`src/rtl/matmul_tile_ctrl.sv`:
```
// matmul_tile_ctrl: runs a DIM x DIM signed matrix product on one 2x2 engine.
// Host writes A/B (wr_*), issues cmd_valid, reads C (rd_*); engine on eng_*.
module matmul_tile_ctrl #(
    parameter int DATA_W = 8,
    parameter int ACC_W  = 32,
    parameter int DIM    = 4,
    parameter int IDX_W  = $clog2(DIM)
) (
    input  logic                     clk,
    input  logic                     rst_n,
    input  logic                     wr_en,
    input  logic                     wr_sel,
    input  logic [IDX_W-1:0]         wr_row,
    input  logic [IDX_W-1:0]         wr_col,
    input  logic signed [DATA_W-1:0] wr_data,
    input  logic [IDX_W-1:0]         rd_row,
    input  logic [IDX_W-1:0]         rd_col,
    output logic [ACC_W-1:0]         rd_data,
    input  logic                     cmd_valid,
    output logic                     cmd_ready,
    output logic                     busy,
    output logic                     done,
    output logic                     eng_start,
    output logic signed [DATA_W-1:0] eng_A [2][2],
    output logic signed [DATA_W-1:0] eng_B [2][2],
    input  logic signed [ACC_W-1:0]  eng_C [2][2],
    input  logic                     eng_done
);

    localparam int T  = DIM / 2;
    localparam int TW = (T > 1) ? $clog2(T) : 1;
    localparam logic [TW-1:0] TMAX = TW'(T - 1);

    typedef enum logic [1:0] {
        S_IDLE,
        S_ISSUE,
        S_WAIT,
        S_DONE
    } state_t;

    state_t state_q, state_d;

    logic signed [DATA_W-1:0] a_q [DIM][DIM];
    logic signed [DATA_W-1:0] a_d [DIM][DIM];
    logic signed [DATA_W-1:0] b_q [DIM][DIM];
    logic signed [DATA_W-1:0] b_d [DIM][DIM];
    logic signed [ACC_W-1:0]  c_q [DIM][DIM];
    logic signed [ACC_W-1:0]  c_d [DIM][DIM];

    logic signed [DATA_W-1:0] eng_a_q [2][2];
    logic signed [DATA_W-1:0] eng_a_d [2][2];
    logic signed [DATA_W-1:0] eng_b_q [2][2];
    logic signed [DATA_W-1:0] eng_b_d [2][2];

    logic [TW-1:0] ti_q, ti_d;
    logic [TW-1:0] tj_q, tj_d;
    logic [TW-1:0] tk_q, tk_d;

    logic load;
    logic last;

    // Element index of row/column `off` inside tile `t`.
    function automatic logic [IDX_W-1:0] elem_idx(
        input logic [TW-1:0] t,
        input int            off
    );
        return IDX_W'(2 * int'(t) + off);
    endfunction

    always_comb begin
        state_d = state_q;
        a_d     = a_q;
        b_d     = b_q;
        c_d     = c_q;
        eng_a_d = eng_a_q;
        eng_b_d = eng_b_q;
        ti_d    = ti_q;
        tj_d    = tj_q;
        tk_d    = tk_q;
        load    = 1'b0;
        last    = 1'b0;

        if (state_q == S_IDLE && wr_en) begin
            if (wr_sel) begin
                b_d[wr_row][wr_col] = wr_data;
            end else begin
                a_d[wr_row][wr_col] = wr_data;
            end
        end

        unique case (state_q)
            S_IDLE: begin
                if (cmd_valid) begin
                    state_d = S_ISSUE;
                    ti_d    = '0;
                    tj_d    = '0;
                    tk_d    = '0;
                    load    = 1'b1;
                end
            end
            S_ISSUE: begin
                state_d = S_WAIT;
            end
            S_WAIT: begin
                if (eng_done) begin
                    // First K-tile overwrites so a previous run never leaks in.
                    for (int r = 0; r < 2; r++) begin
                        for (int c = 0; c < 2; c++) begin
                            if (tk_q == '0) begin
                                c_d[elem_idx(ti_q, r)][elem_idx(tj_q, c)] =
                                    eng_C[r][c];
                            end else begin
                                c_d[elem_idx(ti_q, r)][elem_idx(tj_q, c)] =
                                    c_q[elem_idx(ti_q, r)][elem_idx(tj_q, c)]
                                    + eng_C[r][c];
                            end
                        end
                    end
                    if (tk_q == TMAX) begin
                        tk_d = '0;
                        if (tj_q == TMAX) begin
                            tj_d = '0;
                            if (ti_q == TMAX) begin
                                last = 1'b1;
                            end else begin
                                ti_d = ti_q + 1'b1;
                            end
                        end else begin
                            tj_d = tj_q + 1'b1;
                        end
                    end else begin
                        tk_d = tk_q + 1'b1;
                    end
                    if (last) begin
                        state_d = S_DONE;
                    end else begin
                        state_d = S_ISSUE;
                        load    = 1'b1;
                    end
                end
            end
            S_DONE: begin
                state_d = S_IDLE;
            end
            default: begin
                state_d = S_IDLE;
            end
        endcase

        // Operands come from the post-write buffers so a write in the
        // accept cycle is seen by the command.
        if (load) begin
            for (int r = 0; r < 2; r++) begin
                for (int c = 0; c < 2; c++) begin
                    eng_a_d[r][c] = a_d[elem_idx(ti_d, r)][elem_idx(tk_d, c)];
                    eng_b_d[r][c] = b_d[elem_idx(tk_d, r)][elem_idx(tj_d, c)];
                end
            end
        end
    end

    always_ff @(posedge clk or negedge rst_n) begin
        if (!rst_n) begin
            state_q <= S_IDLE;
            ti_q    <= '0;
            tj_q    <= '0;
            tk_q    <= '0;
            for (int r = 0; r < DIM; r++) begin
                for (int c = 0; c < DIM; c++) begin
                    a_q[r][c] <= '0;
                    b_q[r][c] <= '0;
                    c_q[r][c] <= '0;
                end
            end
            for (int r = 0; r < 2; r++) begin
                for (int c = 0; c < 2; c++) begin
                    eng_a_q[r][c] <= '0;
                    eng_b_q[r][c] <= '0;
                end
            end
        end else begin
            state_q <= state_d;
            ti_q    <= ti_d;
            tj_q    <= tj_d;
            tk_q    <= tk_d;
            a_q     <= a_d;
            b_q     <= b_d;
            c_q     <= c_d;
            eng_a_q <= eng_a_d;
            eng_b_q <= eng_b_d;
        end
    end

    assign cmd_ready = (state_q == S_IDLE);
    assign busy      = (state_q != S_IDLE);
    assign done      = (state_q == S_DONE);
    assign eng_start = (state_q == S_ISSUE);
    assign eng_A     = eng_a_q;
    assign eng_B     = eng_b_q;
    assign rd_data   = c_q[rd_row][rd_col];

endmodule

```
`config.mk`:
```
export PLATFORM = sky130hd
export DESIGN_NAME = matmul_tile_ctrl
export DESIGN_NICKNAME = d
export VERILOG_FILES = /design/src/rtl/matmul_tile_ctrl.sv
export SDC_FILE = /design/constraint.sdc
export NUM_CORES = 2
export LEC_CHECK = 0
export ABC_AREA = 1
export BUFFER_PORTS_ARGS = -buffer_cell sky130_fd_sc_hd__buf_2
export CAP_MARGIN = 20
export CORE_MARGIN = 1.5
export CORE_UTILIZATION = 55
export CTS_CLUSTER_DIAMETER = 80
export DETAILED_ROUTE_END_ITERATION = 8
export PLACE_DENSITY = 0.85
export SETUP_SLACK_MARGIN = 0.5
export SLEW_MARGIN = 10
export SYNTH_ARGS = -nofsm -noshare
export SYNTH_HDL_FRONTEND = slang
export SYNTH_SLANG_ARGS = --single-unit
```
`constraint.sdc`:
```
create_clock -name clk -period 5.1 [get_ports clk]
set_input_delay 0.255 -clock clk [delete_from_list [all_inputs] [get_ports clk]]
set_output_delay 0.255 -clock clk [all_outputs]
set_load 0.005 [all_outputs]
```
# Word-level counts from Yosys, hierarchy flattened
# Cells that the tools add are included.
[word_totals]
register_bits = 837
word_cells = 250
[op_classes]
n_eq_ne = 5
bitwise_logic = 14
n_addsub = 12
order_cmp = 20
reduce_logical = 11
mux = 128
[op_table]
columns = ["cell", "n"]
rows = [
  ["512-bit two-way mux", 10],
  ["512-bit bitwise mux", 8],
  ["128-bit two-way mux", 14],
  ["128-bit demux with 2-bit select", 4],
  ["128-bit binary-select mux with 2-bit select", 3],
  ["32-bit two-way mux", 21],
  ["32-bit binary-select mux with 2-bit select", 9],
  ["128-bit bitwise mux", 2],
  ["32-bit demux with 2-bit select", 3],
  ["8-bit two-way mux", 17],
  ["32-bit adder", 4],
  ["8-bit binary-select mux with 2-bit select", 8],
  ["3-bit >= comparator, second input constant", 14],
  ["2-bit inverter with 3-bit output", 14],
  ["1-bit two-way mux", 20],
  ["3-bit by 1-bit less-than comparator with 1-bit output, second input constant", 6],
  ["8-bit demux with 2-bit select", 1],
  ["2-bit by 1-bit adder with 2-bit output, second input constant", 5],
  ["1-bit case mux with 2 select lines", 4],
  ["2-bit case mux with 4 select lines", 1],
  ["1-bit logical AND", 7],
  ["2-bit two-way mux", 3],
  ["2-bit == test, second input constant", 2],
  ["2-bit != test, second input constant", 2],
  ["5 further kinds", 8],
]

# Logic depth before layout (Yosys ltp)
[depth]
word_depth = 22
mapped_depth = 20
mapped_depth_nobuf = 20

# Worst setup path after synthesis
# No wires, ideal clock.
[synth_path]
path_type = "register to register"
startpoint = "reg tj_q"
endpoint = "reg c_q[44] (netlist bit)"
t_arrival_ps = 3037
slack_ps = 1933
synth_period_minus_slack_ps = 3167
stages_incl_launch_ff = 17
setup_time_ps = 130
path_buffers = 4
cell_sequence = "dfrtp_1 > buf_4 > nand2_1 > buf_2 > buf_1 > buf_1 > o221ai_1 > ha_1 > fa_1 > nand3_1 > nand3_1 > nand3_1 > nand3_1 > a21oi_1 > o21ai_0 > nand3_1 > o21ai_0"
[synth_via]
elab_chain_cells = 21
word_cells_on_any_way = 55
classes_between = "add/sub (5); order compare (4); mux (42); bitwise (2); reduce/logical (2)"
[synth_lines]
columns = ["element", "line_no", "source"]
rows = [
  ["start, declared", "56", "logic [TW-1:0] tj_q, tj_d;"],
  ["start signal, assigned", "184", "tj_q <= tj_d;"],
  ["parallel branches: the longest is 20 deep, another holds 32-bit adder", "--", ""],
  ["512-bit two-way mux (*)", "109", "if (tk_q == '0) begin"],
  ["end signal, assigned by index", "172", "c_q[r][c] <= '0;"],
  ["end signal, assigned", "188", "c_q <= c_d;"],
  ["end, declared", "47", "logic signed [ACC_W-1:0] c_q [DIM][DIM];"],
]
# Mark *: on every way between the ends. The select of a mux whose other input is x is not followed.
# A chain may end at the register's enable or synchronous reset.

# Final worst setup path
[layout_path]
startpoint = "reg tj_q"
endpoint = "reg c_q[380] (netlist bit)"
# The elaborated chain is that of the path after synthesis.

==> results.md <==
Route:
- The routed layout has 55.9k vias.
- The final layout contains routed wiring with a total length of 200000 µm.
- The DRC marker count from the first detailed-route iteration is 8323.
- Dividing the detail-routed via count by the number of cells gives 6.00.
- After detailed routing, the average wire length per cell comes to 21.5 µm.
- The detail route stage leaves a number of antenna-violating nets equal to 0.
- In the routed design, unresolved DRC markers number 0.
- The length of the first detailed-routing pass in iterations is 9.

Clock network:
- The latest clock arrival within the worst-skew pair is 700 ps.
- Post-CTS repair changed the size of 0 cells.
- The number of clock buffers added by TritonCTS is 92.
- Counting along the longest clock path gives a buffer depth of 3.
- The CTS sink count is 837.
- The root buffer cell chosen for the clock tree is sky130_fd_sc_hd__clkbuf_16.
- After clock tree synthesis, the clock-pin slew on the worst setup and hold paths is 60 ps.
- The clock tree synthesis step divided the H-tree into 3 levels.
- TritonCTS built the clock tree.

Floorplan:
- The die covers 98600 µm².
- The starting utilization of the core area is 55.8%.
- The initialized floorplan defines 113 standard-cell rows.
- The floorplan die height is 314 µm.
- In this run the horizontal extent of the chip is 314 µm.
- 250 I/O pins were placed.
- The region available for standard cell placement spans 95400 µm².

Final layout:
- The share of cells above drive strength 1 is 7.48%.
- The final instance area is 58800 µm².
- The post-synthesis to final-layout area growth is 10.5%.
- The fraction of the core area covered by cells at the end of the flow is 61.6%.
- The final-layout fill cell count is 8644.
- At the end of the flow, the number of nets in the layout was 8233.

Yosys:
- After synthesis, flip-flops and latches occupy 39.4% of the total area.
- The number of warnings issued by yosys is 0.
- In the post-synthesis netlist, the biggest area contributors are sky130_fd_sc_hd__dfrtp_1, sky130_fd_sc_hd__nand2_1, sky130_fd_sc_hd__o21ai_0, sky130_fd_sc_hd__inv_1, sky130_fd_sc_hd__nand3_1.
- The per-instance average area after synthesis is 6.73 µm².
- The area share of the largest cell type after synthesis is 39.4%.
- The synthesized design spends more area on one cell type than any other, namely sky130_fd_sc_hd__dfrtp_1.
- Summing the areas of all compound-gate instances in the mapped netlist gives 15.4% of the synthesized area.
- Counting distinct cell types in the post-synthesis netlist gives 43.
- The post-synth net total is 8179.
- Summing the areas of all fa, ha and maj instances in the mapped netlist gives 3.07% of the synthesized area.
- Synthesis produced a netlist whose cell count is 7901.
- In the synthesized netlist, mux cells make up 0.113% of the area.
- After synthesis, the largest family of logic cells by area is simple AND/OR/NAND/NOR gates.
- Summing every instance area after synthesis gives 53200 µm².
- After Yosys synthesis, XOR and XNOR cells account for 0.0988% of the synthesized area.
- The post-synthesis simple-gate area fraction is 33.0%.
- Synthesis inferred 837 register bits.

Place:
- The count of buffers added on input and output ports is 249.
- The placed instances occupy a cell area of 55000 µm².
- Once detailed placement completed, the half-perimeter wirelength came to 140000 µm.
- Routability-driven placement finished with a final weighted congestion of 1.04.

Setup path:
- The launch instance of the worst register-to-register path is tj_q$_DFF_PN0_.
- In this run the worst path has a maximum fanout of 66.
- STA classifies the critical path endpoint as a flop.
- The required time of the worst setup path is 5670 ps.
- At the worst endpoint, the arrival time is 4760 ps.
- The launch point of the worst path is tj_q$_DFF_PN0_.
- By startpoint and endpoint, the worst setup path is classified as flop to flop.
- The kind of start point of the critical path is a flop.

STA:
- The transition time at the pin with the least slew margin is 1100 ps.
- The clock period minus worst slack is 4190 ps.
- The final worst-path cycle share is 82.2%.
- The final total negative setup slack is 0 ps.
- The max-slew violation count is 0.
- Setup repair after global routing left no endpoint under its margin.
- The highest attainable clock frequency is 239 MHz.
- Setup violations remaining at the end of the flow were counted as 0.
- The worst clock skew is 62.3 ps.
- The tightest slew margin relative to the limit is 26.7%.
- The total count of hold-check failures in the final report is 0.

Power:
- The static leakage is 31.6 nW.
- The worst ir drop on vdd is 0.425 mV.
- The power density over the cells is 579 nW/µm².
- Total power for the finished layout comes to 34.0 mW.

Min path:
- The startpoint identified for the worst hold timing path is eng_C[24].
- The worst hold-check path type is primary input to flop.

GRT:
- After global routing the overflow that remains totals 0.
- The via count of the first global-routing pass is 51.9k.
- The number of antenna violations at the first check in global routing is 21.
- The maximum number of pins on one net before global-route repair is 132.
- The first-pass GRT wire length is 302000 µm.
- The overall routing resource usage is 39.6%.

Status:
- The flow ran to the end, and the final reports show no timing, DRC or antenna violations.

Flow run:
- The tool flagged a number of max-cap violations equal to 0.
## synthesized netlist by cell type (all sizes together)
cell	instances
o21a	2
nand2	3041
o21ai	775
dfrtp	837
a21oi	196
mux2i	6
nand4	5
fa	4
nor3	14
nor2	675
xnor2	6
o21bai	10
o22ai	47
buf	179
nand3	539
and2	6
a31oi	7
o211ai	62
clkbuf	245
a21o	6
inv	776
or2	35
a221oi	1
a22oi	166
nand3b	8
ha	124
o221ai	129
## path summary, 6_finish.rpt
check / slack, ps / to / depth (start not counted)
hold reg to reg: 480 / a_q[120]$_DFF_PN0_ / 2
hold / removal: 0.09 / c_q[280]$_DFFE_PN0P_ / 5
min in group asynchronous: 180 / c_q[259]$_DFFE_PN0P_ / 2
setup reg to reg: 910 / c_q[380]$_DFFE_PN0P_ / 14
setup / recovery: 910 / c_q[380]$_DFFE_PN0P_ / 14
max in group asynchronous: 3410 / a_q[106]$_DFF_PN0_ / 3
## stage by stage
step / hold WS [ps] / std cells / setup slack (ps)
2_1_floorplan: -40.6 / 7901 / 1930
3_3_place_gp: 321 / 9065 / 1180
3_5_place_dp: 319 / 9065 / 1050
4_1_cts: 0.888 / 9295 / 1040
5_1_grt: 31.9 / 9301 / 901
6_report: 0.0890 / 9307 / 910
## cells by family (layout without fill, tap and decap cells)
group | Yosys count | in the layout
DFF | 837 | 837
muxes | 6 | 6
other | 0 | 12
adders and majority gates | 128 | 128
AOI/OAI and AO/OA | 1401 | 1401
and+or+nand+nor | 4323 | 4323
xor gates and xnor gates | 6 | 6
buffers and inverters | 1200 | 1329
## repair_timing
action | CTS | global route
hold buffers | 61 | 0
buffers inserted | 0 | 0
hold endpoints to repair | 255 | 0
## metal layers
layer	global-route usage (%)	part of all wire, %
met5	0	0.063
met4	17.0	4.9
met3	14.0	14
met2	60.4	44
met1	51.0	37
## report_power, final
part           switching, mW  internal [mW]  total (mW)
clock                   2.99           3.96        6.95
combinational           11.3           5.08        16.4
sequential              1.78           8.95        10.7
total                   16.0           18.0        34.0
## critical path: stages, from the launching register on
cell	delay, ps
sky130_fd_sc_hd__dfrtp_1	500
sky130_fd_sc_hd__nand2_4	230
sky130_fd_sc_hd__buf_4	850
sky130_fd_sc_hd__o221ai_1	390
sky130_fd_sc_hd__ha_1	440
sky130_fd_sc_hd__nand2_1	150
sky130_fd_sc_hd__inv_1	80
sky130_fd_sc_hd__a21oi_1	370
sky130_fd_sc_hd__nand3_1	320
sky130_fd_sc_hd__nand2_1	170
sky130_fd_sc_hd__nand2_1	70
sky130_fd_sc_hd__nand2_1	60
sky130_fd_sc_hd__nand3_1	180
sky130_fd_sc_hd__nand2_1	170
sky130_fd_sc_hd__nand2_1	70
## area by class of cell
cell class	count	area, µm²	share of cell area [%]
multi-input combinational	5864	27600	46.9
sequential	837	20900	35.6
inverter	776	2940	4.99
clock buffer	136	2670	4.54
timing repair buffer	384	2600	4.42
tap	1265	1580	2.69
clock inverter	33	455	0.775
antenna	12	30.0	0.0511
## sequential cells by signal, indices dropped and copies added, names as in the netlist
name / cells
a_q: 128
b_q: 128
c_q: 512
eng_A: 32
eng_B: 32
state_q: 2
ti_q: 1
tj_q: 1
tk_q: 1
## cell usage in the layout, fill, tap and decap left out, drive strengths merged
master / n
xnor2: 6
o21ai: 775
diode: 12
mux2i: 6
a21oi: 196
o21a: 2
dfrtp: 837
fa: 4
nand4: 5
nor2: 675
dlygate4sd3: 61
inv: 779
a31oi: 7
a21o: 6
buf: 323
clkbuf: 136
ha: 124
nor3: 14
o221ai: 129
and2: 6
a221oi: 1
o211ai: 62
nand3b: 8
or2: 35
o21bai: 10
bufinv: 6
nand2: 3041
clkinv: 20
o22ai: 47
nand3: 539
clkinvlp: 4
a22oi: 166
(Power assumes the default switching activity.)
